[config.mk]
export PLATFORM = sky130hd
export DESIGN_NAME = motor_reg_bank
export DESIGN_NICKNAME = d
export VERILOG_FILES = /design/src/rtl/motor_reg_bank.sv
export SDC_FILE = /design/constraint.sdc
export NUM_CORES = 1
export LEC_CHECK = 0
export CAP_MARGIN = 25
export CORE_MARGIN = 10
export CORE_UTILIZATION = 35
export CTS_BUF_LIST = sky130_fd_sc_hd__clkbuf_4
export DETAILED_ROUTE_END_ITERATION = 7
export GPL_TIMING_DRIVEN = 0
export SYNTH_ARGS = -nofsm -noshare
export SYNTH_HDL_FRONTEND = slang
export SYNTH_SLANG_ARGS = --single-unit
[constraint.sdc]
create_clock -name clock -period 2.7 [get_ports clock]
set_clock_uncertainty 0.1 [all_clocks]
set_input_delay 0.54 -clock clock [delete_from_list [all_inputs] [get_ports clock]]
set_output_delay 0.54 -clock clock [all_outputs]
set_load 0.05 [all_outputs]
[src/rtl/motor_reg_bank.sv]
`default_nettype none
// +-----------------------------------------------------------------------------+
// | Module      : motor_reg_bank                                                |
// | Description : Byte-wide host register bank and address decoder for the     |
// |               drive and rotation motor controllers. Staged 12-bit targets   |
// |               committed atomically by CMD, sticky W1C fault status, and a   |
// |               registered read path with a one-cycle valid strobe.           |
// |               Optional interrupt block: define MOTOR_REG_BANK_IRQ_EN.       |
// | Revision    : 1.0 - initial release                                         |
// +-----------------------------------------------------------------------------+
module motor_reg_bank #(
   parameter int NUM_DRIVE = 4,
   parameter int NUM_ROT   = 4,
   parameter int ADDR_W    = 6
) (
   input  logic                    clock,
   input  logic                    reset,
   input  logic [ADDR_W-1:0]       address,
   input  logic                    write_en,
   input  logic [7:0]              wr_data,
   input  logic                    read_en,
   output logic [7:0]              rd_data,
   output logic                    rd_valid,
   input  logic [NUM_DRIVE-1:0]    fault_d,
   input  logic [7*NUM_DRIVE-1:0]  adc_temp_d,
   output logic [NUM_DRIVE-1:0]    brake_d,
   output logic [NUM_DRIVE-1:0]    enable_d,
   output logic [NUM_DRIVE-1:0]    direction_d,
   output logic [5*NUM_DRIVE-1:0]  pwm_d,
   input  logic [NUM_ROT-1:0]      fault_r,
   input  logic [NUM_ROT-1:0]      startup_fail_r,
   input  logic [NUM_ROT-1:0]      angle_done,
   input  logic [6*NUM_ROT-1:0]    adc_temp_r,
   input  logic [12*NUM_ROT-1:0]   current_angle,
   output logic [NUM_ROT-1:0]      brake_r,
   output logic [NUM_ROT-1:0]      enable_r,
   output logic [NUM_ROT-1:0]      direction_r,
   output logic [12*NUM_ROT-1:0]   target_angle,
   output logic [NUM_ROT-1:0]      update_angle,
   output logic [NUM_ROT-1:0]      abort_angle,
   output logic                    irq
);

   // Address map derived from the channel counts.
   localparam int DB = 4;
   localparam int RB = DB + 2*NUM_DRIVE;
   localparam int G  = RB + 4*NUM_ROT;

   localparam logic [ADDR_W-1:0] BCAST_ALL = ADDR_W'(1);
   localparam logic [ADDR_W-1:0] BCAST_ROT = ADDR_W'(2);
   localparam logic [ADDR_W-1:0] BCAST_DRV = ADDR_W'(3);
   localparam logic [ADDR_W-1:0] G0_ADDR   = ADDR_W'(G);
   localparam logic [ADDR_W-1:0] G1_ADDR   = ADDR_W'(G + 1);

   logic [NUM_DRIVE-1:0]  drv_fault;
   logic [NUM_ROT-1:0]    rot_fault;
   logic [NUM_ROT-1:0]    rot_sfail;
   logic [12*NUM_ROT-1:0] rot_stage;
   logic [7:0]            w_rd_next;
   logic                  r_rd_valid;

   // Only channel 0 exposes its low angle byte; the rest of the bus is not read.
   logic unused_angle_bits;
   assign unused_angle_bits = ^current_angle;

   // ---------------------------------------------------------------- drive
   for (genvar i = 0; i < NUM_DRIVE; i++) begin : g_drive
      localparam logic [ADDR_W-1:0] CTRL_A = ADDR_W'(DB + 2*i);
      localparam logic [ADDR_W-1:0] STAT_A = ADDR_W'(DB + 2*i + 1);

      logic       w_ctrl_we;
      logic       w_stat_we;
      logic       r_brake;
      logic       r_enable;
      logic       r_dir;
      logic [4:0] r_pwm;
      logic       r_fault;

      assign w_ctrl_we = write_en && ((address == CTRL_A) || (address == BCAST_ALL) ||
                                      (address == BCAST_DRV));
      assign w_stat_we = write_en && (address == STAT_A);

      // Control fields load on write; fault latches until W1C, a new fault wins.
      always_ff @(posedge clock) begin
         if (reset) begin
            r_brake  <= 1'b0;
            r_enable <= 1'b0;
            r_dir    <= 1'b0;
            r_pwm    <= 5'd0;
            r_fault  <= 1'b0;
         end else begin
            if (w_ctrl_we) begin
               r_brake  <= wr_data[7];
               r_enable <= wr_data[6];
               r_dir    <= wr_data[5];
               r_pwm    <= wr_data[4:0];
            end
            if (fault_d[i])
               r_fault <= 1'b1;
            else if (w_stat_we && wr_data[7])
               r_fault <= 1'b0;
         end
      end

      assign brake_d[i]         = r_brake;
      assign enable_d[i]        = r_enable;
      assign direction_d[i]     = r_dir;
      assign pwm_d[5*i +: 5]    = r_pwm;
      assign drv_fault[i]       = r_fault;
   end

   // ------------------------------------------------------------- rotation
   for (genvar k = 0; k < NUM_ROT; k++) begin : g_rot
      localparam logic [ADDR_W-1:0] CTRL_A = ADDR_W'(RB + 4*k);
      localparam logic [ADDR_W-1:0] TLO_A  = ADDR_W'(RB + 4*k + 1);
      localparam logic [ADDR_W-1:0] STAT_A = ADDR_W'(RB + 4*k + 2);
      localparam logic [ADDR_W-1:0] CMD_A  = ADDR_W'(RB + 4*k + 3);

      logic        w_ctrl_we;
      logic        w_tlo_we;
      logic        w_stat_we;
      logic        w_cmd_we;
      logic        r_brake;
      logic        r_enable;
      logic        r_dir;
      logic [11:0] r_stage;
      logic [11:0] r_target;
      logic        r_upd;
      logic        r_abt;
      logic        r_fault;
      logic        r_sfail;

      assign w_ctrl_we = write_en && ((address == CTRL_A) || (address == BCAST_ALL) ||
                                      (address == BCAST_ROT));
      assign w_tlo_we  = write_en && (address == TLO_A);
      assign w_stat_we = write_en && (address == STAT_A);
      assign w_cmd_we  = write_en && (address == CMD_A);

      // Controls act at once; target bits go to staging and only reach the
      // controller on an update command. Abort beats update and rolls staging
      // back to the committed value.
      always_ff @(posedge clock) begin
         if (reset) begin
            r_brake  <= 1'b0;
            r_enable <= 1'b0;
            r_dir    <= 1'b0;
            r_stage  <= 12'd0;
            r_target <= 12'd0;
            r_upd    <= 1'b0;
            r_abt    <= 1'b0;
            r_fault  <= 1'b0;
            r_sfail  <= 1'b0;
         end else begin
            r_upd <= 1'b0;
            r_abt <= 1'b0;
            if (w_ctrl_we) begin
               r_brake        <= wr_data[7];
               r_enable       <= wr_data[6];
               r_dir          <= wr_data[5];
               r_stage[11:8]  <= wr_data[3:0];
            end
            if (w_tlo_we)
               r_stage[7:0] <= wr_data;
            if (w_cmd_we) begin
               if (wr_data[4]) begin
                  r_abt   <= 1'b1;
                  r_stage <= r_target;
               end else if (wr_data[5]) begin
                  r_upd    <= 1'b1;
                  r_target <= r_stage;
               end
            end
            if (fault_r[k])
               r_fault <= 1'b1;
            else if (w_stat_we && wr_data[7])
               r_fault <= 1'b0;
            if (startup_fail_r[k])
               r_sfail <= 1'b1;
            else if (w_stat_we && wr_data[6])
               r_sfail <= 1'b0;
         end
      end

      assign brake_r[k]              = r_brake;
      assign enable_r[k]             = r_enable;
      assign direction_r[k]          = r_dir;
      assign target_angle[12*k +: 12] = r_target;
      assign rot_stage[12*k +: 12]   = r_stage;
      assign rot_fault[k]            = r_fault;
      assign rot_sfail[k]            = r_sfail;
      // Reset masks a pulse already registered for this cycle.
      assign update_angle[k]         = r_upd & ~reset;
      assign abort_angle[k]          = r_abt & ~reset;
   end

   // ------------------------------------------------------------ interrupt
`ifdef MOTOR_REG_BANK_IRQ_EN
   logic [2:0]         r_irq_mask;
   logic [2:0]         r_irq_pend;
   logic [NUM_ROT-1:0] r_done_prev;
   logic               r_irq;
   logic [2:0]         w_pend_set;
   logic [2:0]         w_pend_clr;

   assign w_pend_set = {|(angle_done & ~r_done_prev), |(rot_fault | rot_sfail), |drv_fault};
   assign w_pend_clr = (write_en && (address == G1_ADDR)) ? wr_data[2:0] : 3'b000;

   // Pending bits are W1C with set priority; irq is the registered masked OR.
   // G+0 writes set the mask; G+0 reads keep returning the angle low byte.
   always_ff @(posedge clock) begin
      if (reset) begin
         r_irq_mask  <= 3'b000;
         r_irq_pend  <= 3'b000;
         r_done_prev <= '0;
         r_irq       <= 1'b0;
      end else begin
         r_done_prev <= angle_done;
         if (write_en && (address == G0_ADDR))
            r_irq_mask <= wr_data[2:0];
         r_irq_pend <= w_pend_set | (r_irq_pend & ~w_pend_clr);
         r_irq      <= |(r_irq_pend & r_irq_mask);
      end
   end

   assign irq = r_irq;
`else
   assign irq = 1'b0;
`endif

   // ------------------------------------------------------------ read path
   // Combinational decode of the current (pre-write) register contents.
   always_comb begin
      w_rd_next = 8'h00;
      for (int i = 0; i < NUM_DRIVE; i++) begin
         if (address == ADDR_W'(DB + 2*i))
            w_rd_next = {brake_d[i], enable_d[i], direction_d[i], pwm_d[5*i +: 5]};
         if (address == ADDR_W'(DB + 2*i + 1))
            w_rd_next = {drv_fault[i], adc_temp_d[7*i +: 7]};
      end
      for (int k = 0; k < NUM_ROT; k++) begin
         if (address == ADDR_W'(RB + 4*k))
            w_rd_next = {brake_r[k], enable_r[k], direction_r[k], 1'b0, rot_stage[12*k+8 +: 4]};
         if (address == ADDR_W'(RB + 4*k + 1))
            w_rd_next = rot_stage[12*k +: 8];
         if (address == ADDR_W'(RB + 4*k + 2))
            w_rd_next = {rot_fault[k], rot_sfail[k], adc_temp_r[6*k +: 6]};
         if (address == ADDR_W'(RB + 4*k + 3))
            w_rd_next = {angle_done[k], 3'b000, current_angle[12*k+8 +: 4]};
      end
      if (address == G0_ADDR)
         w_rd_next = current_angle[7:0];
`ifdef MOTOR_REG_BANK_IRQ_EN
      if (address == G1_ADDR)
         w_rd_next = {5'b00000, r_irq_pend};
`endif
   end

   // Capture read data on read_en; data holds until the next read.
   always_ff @(posedge clock) begin
      if (reset) begin
         rd_data    <= 8'h00;
         r_rd_valid <= 1'b0;
      end else begin
         r_rd_valid <= read_en;
         if (read_en)
            rd_data <= w_rd_next;
      end
   end

   assign rd_valid = r_rd_valid & ~reset;

endmodule
`default_nettype wire

* Word level (Yosys, flattened, before mapping)
Index checks and enable logic that the tools add are counted.
** Word-level totals
- Bits in registers :: 169
** Cells by class
- Equality and inequality tests :: 28
- Muxes and demuxes :: 68
- Bitwise operators :: 15
- Reduce and logical (&&, ||, !) cells :: 72
** Operators by type and width (count)
- $mux 8 :: 29
- $mux 12 :: 8
- $eq 6x5->1 const B :: 13
- $eq 6x4->1 const B :: 8
- $logic_and 1x1->1 :: 36
- $mux 1 :: 27
- $eq 6x3->1 const B :: 4
- $reduce_bool 2->1 :: 12
- $logic_or 1x1->1 :: 16
- $mux 4 :: 4
- $eq 6x2->1 const B :: 2
- $reduce_and 3->1 :: 4
- $and 1x1->1 :: 9
- $reduce_or 2->1 :: 4
- $eq 6x1->1 const B :: 1
- $not 1->1 :: 6

* Longest topological paths before layout
- Depth in word-level cells :: 26
- Mapped depth :: 10

* Worst setup path before layout
Ideal clock, no wire load.
- Kind :: input to register
- Start point :: input port address[1]
- End point :: register g_rot[0].r_stage[4]
- Setup time :: 86 ps
- Data arrival time :: 2106 ps
- Data required time :: 2514 ps
- Slack :: 408 ps
- Stages on the path :: 7
- Path buffers :: 2
- Cells stage by stage :: buf_4 > or4b_4 > nor2_4 > buf_4 > nand2_1 > mux2i_1 > a211oi_1
** Between the ends
- Word-level cells in the longest chain between the ends :: 5
- Elaborated cells between the ends (all ways) :: 7
- Those cells by class :: eq/ne: 2; mux: 3; reduce/logical: 2
** Ends and longest elaborated chain
- start: declaration :: line 18 : input logic [ADDR_W-1:0] address,
- $eq 6x4->1 :: line 135 : assign w_tlo_we = write_en && (address == TLO_A);
- $logic_and 1x1->1 :: line 135
- $mux 8 :: line 162 : if (w_tlo_we)
- $mux 12 :: line 165 : if (wr_data[4]) begin
- $mux 12 (*) :: line 164 : if (w_cmd_we) begin
- end signal: assignment :: line 163 : r_stage[7:0] <= wr_data;
- end signal: assignment :: line 167 : r_stage <= r_target;
- end: declaration :: line 126 : logic [11:0] r_stage;
Every way passes the cells marked *; elsewhere a longest branch is shown, timed or not.
A chain may end at the register's enable or synchronous reset.

* Worst setup path in the final report
- Start point :: input port address[1]
- End point :: register rd_data[6]
** Between the ends
- Word-level cells in the longest chain between the ends :: 26
- Elaborated cells between the ends (all ways) :: 50
- Those cells by class :: eq/ne: 25; mux: 25
** Ends and longest elaborated chain
- $eq 6x3->1 :: line 235 : if (address == ADDR_W'(DB + 2*i))
- $mux 8 :: line 235
- $mux 8 :: line 237 : if (address == ADDR_W'(DB + 2*i + 1))
- $mux 8 :: line 235
- $mux 8 :: line 237
- $mux 8 :: line 235
- $mux 8 :: line 237
- $mux 8 :: line 235
- [10 not listed]
- $mux 8 :: line 243 : if (address == ADDR_W'(RB + 4*k + 1))
- $mux 8 :: line 245 : if (address == ADDR_W'(RB + 4*k + 2))
- $mux 8 :: line 247 : if (address == ADDR_W'(RB + 4*k + 3))
- $mux 8 :: line 241 : if (address == ADDR_W'(RB + 4*k))
- $mux 8 :: line 243
- $mux 8 :: line 245
- $mux 8 :: line 247
- $mux 8 (*) :: line 250 : if (address == G0_ADDR)
- end signal: assignment :: line 266 : rd_data <= w_rd_next;
- end: declaration :: line 22 : output logic [7:0] rd_data,
Marked as above.

==> reports/results.ini <==
[setup_path]
crit_top_cell = sky130_fd_sc_hd__buf_4
slowest_delay_ps = 550
capturing_element_type_of_the_critical_path = register
critical_path_peak_fanout = 10
critPathKind = input pin to register
worst_ep_arrival_time_ps = 3180
critical_path.cell_chain = clkdlybuf4s50_1 -> buf_4 -> buf_2 -> buf_4 -> clkbuf_4 -> nor3_1 -> o22ai_1 -> o311ai_0 -> a21oi_1 -> o21ai_1
worst_setup_path_start_kind = input pin
critical_path_cell_with_the_highest_stage_delay = sky130_fd_sc_hd__clkdlybuf4s50_1
worst_ep_required_time_ps = 3110

[status]
failed_checks = setup timing
result_of_the_run = finished, violations left

[detailed_routing]
route.detailed.wl_per_inst_um = 26.30
first_pass_iters = 5
remaining_antenna_violation_count_after_routing = 0
wl_mm = 44.15
drt_drc_violations_left = 0
vias_per_cell = 5.815
dr.first_iter.drc_count = 1055
vias = 9764

[placement]
gpl.final_weighted_congestion = 1.037
place_ws_ps = -1138
place.detailed.instances = 1645
post-dp-hpwl_mm = 33.28
buffer_ports.inserted = 214

[floorplan]
die_h_um = 179.3
initial_utilization_pct = 35.46
coreArea_um2 = 25040
num_io_pins = 244
placementRows = 58
die-area_um2 = 32130
die_width_um = 179.3

[yosys]
postSynth.topFlopCell = sky130_fd_sc_hd__dfxtp_1
number_of_flops_mapped_to_enable_cells_by_yosys = 0
synth-warning-count = 0
synth_area_um2 = 8877
postSynthAreaPerCell_um2 = 8.063
yosys_reg_bits = 169
synth_cells = 1101
async_reset_ff_share_pct = 0
synth_cell_types = 72
syn_nets = 1235
synth.yosys.seq_area_share_pct = 38.11

[cells_and_area]
fillerInstances = 2552
final_layout_size_suffix_gt1_share_pct = 10.62
postLayoutCoreUtil_pct = 47.43
fin_cells = 1679
nNetsFinal = 1468
syn2layout_area_growth_pct = 33.77

[clocking]
cts_tree = done
max-clock-path-buffers = 2
cts-htree-levels = 4
worst_setup_hold_path_clk_slew_ps = 160
total_clock_buffers_created_by_cts = 17
clockRootBuffer = sky130_fd_sc_hd__clkbuf_4
cts_hold_buf = 0
clkLatencyLatePin_ps = 630
numClockSinks = 169

[global_routing]
use_met1_pct = 36.68
via_count_of_the_first_global_routing_pass = 9325
global_routing_met3_resource_utilization_pct = 6.234
overflow = 0
grt_pass1_wl_mm = 63.40
global_route.peak_usage_layer = met2
grt_start_max_net_pins = 17
grt_antenna_before_repair = 3
global_route.usage.met2_pct = 39.42
grt.total_usage_pct = 26.80

[timing]
finalWorstPathRequiredPeriod_ps = 2772
fin_ws_ps = -71.53
finalHoldViolations = 0
worst-slew-pin-transition_ps = 1068
grt_setup_unrepaired = true
final.period_utilization_pct = 102.6
timing.slew.headroom_pct = 28.78
totalNegativeSetupSlack_ps = -78.02
finalMaxSlewViolations = 0
report.final.setup_viol = 3
fmaxAchievable_ghz = 0.3608

[job]
max_cap_viol_count = 0

[min_path]
type_of_the_most_critical_hold_path = input pin to register

[power]
static-leakage-power_nw = 4.495
vdd_ir_drop_max_v = 0.0002803
power.density_cell_area_nw_per_um2 = 430.5

==> state kept, by name, indices dropped and copies added (netlist names) <==
register / count
g_drive.r_brake: 4
g_drive.r_dir: 4
g_drive.r_enable: 4
g_drive.r_fault: 4
g_drive.r_pwm: 20
g_rot.r_abt: 4
g_rot.r_brake: 4
g_rot.r_dir: 4
g_rot.r_enable: 4
g_rot.r_fault: 4
g_rot.r_sfail: 4
g_rot.r_stage: 48
g_rot.r_target: 48
g_rot.r_upd: 4
r_rd_valid: 1
rd_data: 8
==> per-layer routing <==
metal | part of all wire, % | vias up
met3 | 9.4 | 86
met2 | 43 | 562
li1 | - | 4406
met1 | 44 | 4710
met5 | 0 | -
met4 | 3.9 | 0
==> what timing repair did <==
item / CTS / global route
gates resized for setup: 21 / 26
pin swaps: 1 / 0
endpoints found under the setup margin: 26 / 70
setup buffers: 1 / 0
==> power breakdown <==
| group | internal [W] | switching (W) | total, W |
|---|---|---|---|
| combinational | 0.000304 | 0.000492 | 0.000796 |
| clock | 0.000675 | 0.00108 | 0.00175 |
| sequential | 0.00253 | 0.0000344 | 0.00257 |
==> cells in the mapped netlist, drive strengths merged (13+ instances only) <==
cell    count  area share, %
mux2i      92             10
nor2      173            8.0
a21oi      93            5.3
nor2b      16            1.1
nand2     146            6.2
clkbuf     55            2.3
a22oi      13            1.1
dfxtp     169             38
o21ai      39            2.5
nand3      37            2.1
buf        61            4.2
a211oi     46            3.9
==> worst paths after layout <==
path	start	to	slack, ps	cells after the start
worst min register to register	g_rot[3].r_target[10]	g_rot[3].r_target[10]	380	2
worst max register to register	g_rot[3].r_stage[9]	rd_data[1]	830	4
worst max-delay path	address[1]	rd_data[6]	-70	10
worst min-delay path	reset	r_rd_valid	270	2
==> stage by stage <==
step	cell area [µm²]	power, W	hold slack [ps]
2_1_floorplan	8877	0.002967	338.2
3_5_place_dp	11430	0.003372	363.6
3_3_place_gp	11430	0.003375	359.0
5_1_grt	11880	0.005231	288.5
4_1_cts	11790	0.005079	245.9
6_report	11880	0.005112	266.4
==> cells in the final DEF, fill, tap and decap left out, drive strengths merged, types with 4 or more instances in the layout <==
cell type	Yosys	routed
a311oi	11	11
nor2	173	173
a221oi	7	7
dlygate4sd2	0	9
o221ai	7	7
nand4	7	7
nor4	5	5
dfxtp	169	169
nand3	37	37
o22ai	8	8
a21oi	93	93
mux2	4	4
mux4	4	4
mux2i	92	92
o21ai	39	39
buf	61	54
o211ai	11	11
a211oi	46	46
a32oi	5	5
nor2b	16	16
clkbuf	55	80
a22oi	13	13
o31ai	4	4
nand2b	7	7
inv	7	12
nor3	6	6
and3	8	8
nand2	146	146
clkinv	1	5
clkdlybuf4s50	0	202
o2bb2ai	5	5
==> cells by family (layout without fill, tap and decap cells) <==
logic type	count (synthesis)	after routing	share of synthesized area (%)
and+or+nand+nor	430	430	22.31
AOI/OAI and AO/OA	277	277	20.73
DFF	169	169	38.11
buffers and inverters	124	370	6.906
muxes	100	100	11.90
other	1	3	0.04224
==> cell type report <==
cell class	instances	area [µm²]	area share, %
Sequential cell	169	3383	28.49
Antenna cell	2	5.005	0.04215
Buffer	115	605.6	5.100
Clock buffer	18	135.1	1.138
Tap cell	330	412.9	3.477
Clock inverter	14	185.2	1.559
Timing Repair Buffer	215	2146	18.07
Inverter	8	30.03	0.2529
Multi-Input combinational cell	808	4972	41.87
==> critical path, delay by kind of cell <==
kind                   cells  cell delay, ps
AND/OR/NAND/NOR            1              90
AO/OA/AOI/OAI              4             760
buffers and inverters      5            1770
No activity file was read; power rests on OpenSTA's default activity.
